==> src/rtl/fetch_stage.sv <==
// fetch_stage: PC sequencing with stall-deferred redirects, exception/eret entry and fetch address fault detection
module fetch_stage #(
    parameter logic [31:0] RESET_PC   = 32'h0000_3000,
    parameter logic [31:0] HANDLER_PC = 32'h0000_4180,
    parameter logic [31:0] IMEM_LO    = 32'h0000_3000,
    parameter logic [31:0] IMEM_HI    = 32'h0000_6FFC
) (
    input  logic        clk,
    input  logic        reset,
    input  logic        en,
    input  logic        req,
    input  logic        eret_D,
    input  logic [31:0] EPC,
    input  logic        redir_valid,
    input  logic [31:0] redir_target,
    input  logic        is_bj_D,
    input  logic [31:0] imem_rdata,
    output logic [31:0] imem_addr,
    output logic [31:0] PC,
    output logic [31:0] instru,
    output logic [4:0]  ExcCode_F,
    output logic        BD_F
);
    typedef enum logic {IDLE, PEND} state_t;
    state_t      state;
    logic [31:0] pend_target;
    logic        fault;
    always_ff @(posedge clk) begin
        if (!reset) begin
            PC          <= RESET_PC;
            state       <= IDLE;
            pend_target <= '0;
        end else if (req) begin
            PC    <= HANDLER_PC;
            state <= IDLE;
        end else if (eret_D) begin
            PC    <= EPC;
            state <= IDLE;
        end else if (en && redir_valid) begin
            PC    <= redir_target;
            state <= IDLE;
        end else if (en && state == PEND) begin
            PC    <= pend_target;
            state <= IDLE;
        end else if (!en) begin
            if (redir_valid) begin
                pend_target <= redir_target;
                state       <= PEND;
            end
        end else begin
            PC <= PC + 32'd4;
        end
    end
    assign fault     = (PC[1:0] != 2'b00) || (PC < IMEM_LO) || (PC > IMEM_HI);
    assign imem_addr = PC;
    assign ExcCode_F = fault ? 5'd4 : 5'd0;
    assign instru    = fault ? 32'd0 : imem_rdata;
    assign BD_F      = is_bj_D;
endmodule

==> config.mk <==
export PLATFORM = sky130hd
export DESIGN_NAME = fetch_stage
export DESIGN_NICKNAME = d
export VERILOG_FILES = /design/src/rtl/fetch_stage.sv
export SDC_FILE = /design/constraint.sdc
export NUM_CORES = 1
export LEC_CHECK = 0
export ABC_AREA = 1
export CORE_MARGIN = 10
export CORE_UTILIZATION = 30
export DETAILED_ROUTE_END_ITERATION = 10
export PLACE_DENSITY = 0.71
export SLEW_MARGIN = 0
export SYNTH_ARGS = -nofsm -noshare
export SYNTH_HDL_FRONTEND = slang
export SYNTH_SLANG_ARGS = --single-unit
==> constraint.sdc <==
create_clock -name clk -period 2.2 [get_ports clk]
set_input_delay 0.33 -clock clk [delete_from_list [all_inputs] [get_ports clk]]
set_output_delay 0.33 -clock clk [all_outputs]
set_load 0.02 [all_outputs]
==> metrics.txt <==
status=finished, final reports clean; crit path max-delay cell type=dfxtp_2; Port-buffer cells=~200; r2r endpoint=PC[29]$_SDFFE_PP0P_; Skew-Pair Late Insertion Delay=330 ps; Pwr Total=~3900 uW; YS warnings=0; cts bufs inserted=9; Worst Hold Launch=pend_target[6]$_SDFFE_PN0P_; vias in the first global route=5615; WHS Path Cells=2; total congestion overflow=0; P_sw=between 1000 and 1500 uW; Worst R2R Path Depth=11; final worst slack=between 50 and 60 ps; Vias=between 5000 and 6000; Pwr Density=515 mW/mm2; most frequent cells in the layout=nand2_1 (208), clkdlybuf4s50_1 (165), inv_1 (108); Row Count=46; CP endpoint kind=output port; cts hold-fix bufs=0; internal power=2760 uW; crit share post-route=97.7%; Area Growth Syn to Fin=55.4%; reg2reg setup slack=between 200 and 300 ps; final hold slack=roughly 450 ps; met3 usage=4.24%; 1st-pass router iterations=5; GRT Total Usage=~18%; max-slew violations=0; most common cell after layout, fill and taps aside=nand2_1; syn avg cell area=around 6 um2; crit-path max FO=17; Unique masters post-synth=38; setup TNS=0 ps; endpoints failing setup=0; Routed Antenna Nets=0; pin count of the biggest net entering global routing=55; CTS tree=done; DRT Wirelength=around 20 mm; # diodes=0; GP Congestion=between 0.9 and 1; io pins=between 200 and 250; mapped cell area=a little under 0.005 mm2; storage element area=0.00130 mm2; clock root cell=clkbuf_16; crit start category=register; CP most frequent cell=buf_4; CTS HTree Levels=3; Largest stage delay, worst path=around 320 ps; Hold EP=pend_target[6]$_SDFFE_PN0P_; Logic pwr share=28.6%; Critical Path AT=1820 ps; core area=approximately 0.016 mm2; Worst R2R Start=PC[10]$_SDFFE_PP0P_; post-DP HPWL=~16 mm; clock network power share=around two fifths; final core utilization=a little under half; Fill cells=roughly 1600; CTS sink count=65; HP Class=register to register; remaining routing DRC violations=0; fmax=roughly 470 MHz; share of layout cells above drive strength 1=15.8%; total die area=between 0.02 and 0.025 mm2; pre-CTS setup slack=-53.4 ps; max_cap viols=0; unrepaired setup endpoints after global routing=yes; initial antenna violation count=0; sequential share of power=roughly 32%; DR iter-0 viols=421; Syn Inst Count=just over 800; flops & latches, synth=65; sequential share of the synthesized area=a little over a quarter; crit path time final=between 2000 and 2500 ps; worst-path cell chain=inv_2 > nand4_1 > nor4_2 > buf_4 > o2111ai_4 > buf_12 > nor2_1 > buf_4; GRT busiest layer=met2; final hold violation count=0; grt met1 use=21.9%; wire per inst=16.4 um; die height=roughly 150 um; Sw Share=28.9%; Starting Density=30.6%; Clock Path Buffers=2; nets@finish=approximately 1100; Pleak=around 0.0032 uW; Final Skew=6.45 ps; maximum vdd drop=roughly 0.27 mV; Clk pin slew, worst setup/hold paths=roughly 50 ps; die width=147 um; M2 GR Usage=between 20% and 30%; Multi-input gate area=roughly 0.0028 mm2; vias per cell=approximately 4.7; Setup CP Type=register to output port; critical path required time=roughly 1900 ps; global-route wire length before repair=slightly above 30 mm
## cells by family after synthesis
kind of cell / after synthesis / synth area share [%]
buf+inv: 189 / 18.7
fa+ha+maj: 1 / 0.257
xor+xnor: 11 / 1.98
compound gates: 153 / 16.9
other cells: 1 / 0.0772
simple gates: 408 / 35.3
flops: 65 / 26.8
## power by group through the flow
stage                     logic [uW]  clock network (uW)  registers (uW)
after floorplan                  468                   0            1340
after global placement          1060                   0            1280
after detailed placement        1070                   0            1280
after CTS                       1040                1540            1260
after global routing            1200                1580            1260
final                           1110                1520            1260
## cells in the mapped netlist (all sizes together)
| library cell | number | area [um2] |
|---|---|---|
| nand2 | 218 | 848 |
| nor2 | 127 | 532 |
| inv | 114 | 428 |
| a21oi | 87 | 450 |
| dfxtp | 65 | 1300 |
| buf | 56 | 374 |
| o21ai | 53 | 265 |
| nand3 | 51 | 260 |
| clkbuf | 17 | 83.8 |
| xnor2 | 6 | 52.6 |
| o211ai | 5 | 37.5 |
| xor2 | 5 | 43.8 |
| nand4 | 4 | 25.0 |
| a41oi | 3 | 26.3 |
| nor3 | 3 | 20.0 |
| or2 | 3 | 18.8 |
| nor4 | 2 | 12.5 |
| a211oi | 1 | 7.51 |
| a22oi | 1 | 7.51 |
| a31oi | 1 | 6.26 |
| conb | 1 | 3.75 |
| dlygate4sd1 | 1 | 8.76 |
| dlymetal6s2s | 1 | 12.5 |
| ha | 1 | 12.5 |
| o2111a | 1 | 11.3 |
| o2111ai | 1 | 8.76 |
## per-layer routing
layer	share of wire, %	vias up
met5	0	-
met4	2.7	0
met3	8.3	34
met2	46	276
met1	43	2582
li1	-	2949
## stage by stage
| stage | std cells | area [um2] |
|---|---|---|
| CTS | 1244 | 7310 |
| global route | 1247 | 7550 |
| detailed placement | 1229 | 7160 |
| floorplan | 831 | 4870 |
| global placement | 1229 | 7160 |
| finish | 1247 | 7550 |
## flip-flops by register name (all words and copies together) (netlist names), named ones only
signal       cells
PC              30
pend_target     32
state            1
## how the worst max path moves through the flow
stage | start | endpoint | slack (ps) | cells after the start
2_1_floorplan | PC[14]$_SDFFE_PN0P_ | instru[10] | 360 | 6
3_3_place_gp | PC[17]$_SDFFE_PP0P_ | instru[14] | 40 | 8
3_5_place_dp | PC[17]$_SDFFE_PP0P_ | instru[15] | -50 | 8
4_1_cts | PC[17]$_SDFFE_PP0P_ | ExcCode_F[2] | 20 | 7
5_1_grt | PC[17]$_SDFFE_PP0P_ | instru[4] | -70 | 8
6_report | PC[17]$_SDFFE_PP0P_ | instru[15] | 50 | 8
## what timing repair did
| action | 4_1_cts | 5_1_grt |
|---|---|---|
| resized for setup | 130 | 66 |
| setup buffers | 0 | 1 |
| endpoints found under the setup margin | 33 | 33 |
| gates cloned | 0 | 2 |
| pin swaps | 0 | 1 |
## critical path, delay by kind of cell (launching register included)
kind | cells | cell delay, ps
AND/OR/NAND/NOR | 3 | 420
AO/OA/AOI/OAI | 1 | 150
buffers and inverters | 4 | 580
flip-flops | 1 | 320
## layout make-up
class / count / area share, %
Tap cell: 216 / 3.58
Multi-Input combinational cell: 577 / 36.5
Inverter: 114 / 5.67
Timing Repair Buffer: 260 / 32.8
Clock inverter: 3 / 0.862
Sequential cell: 65 / 17.3
Clock buffer: 12 / 3.27
No activity file was read; power rests on OpenSTA's default activity.
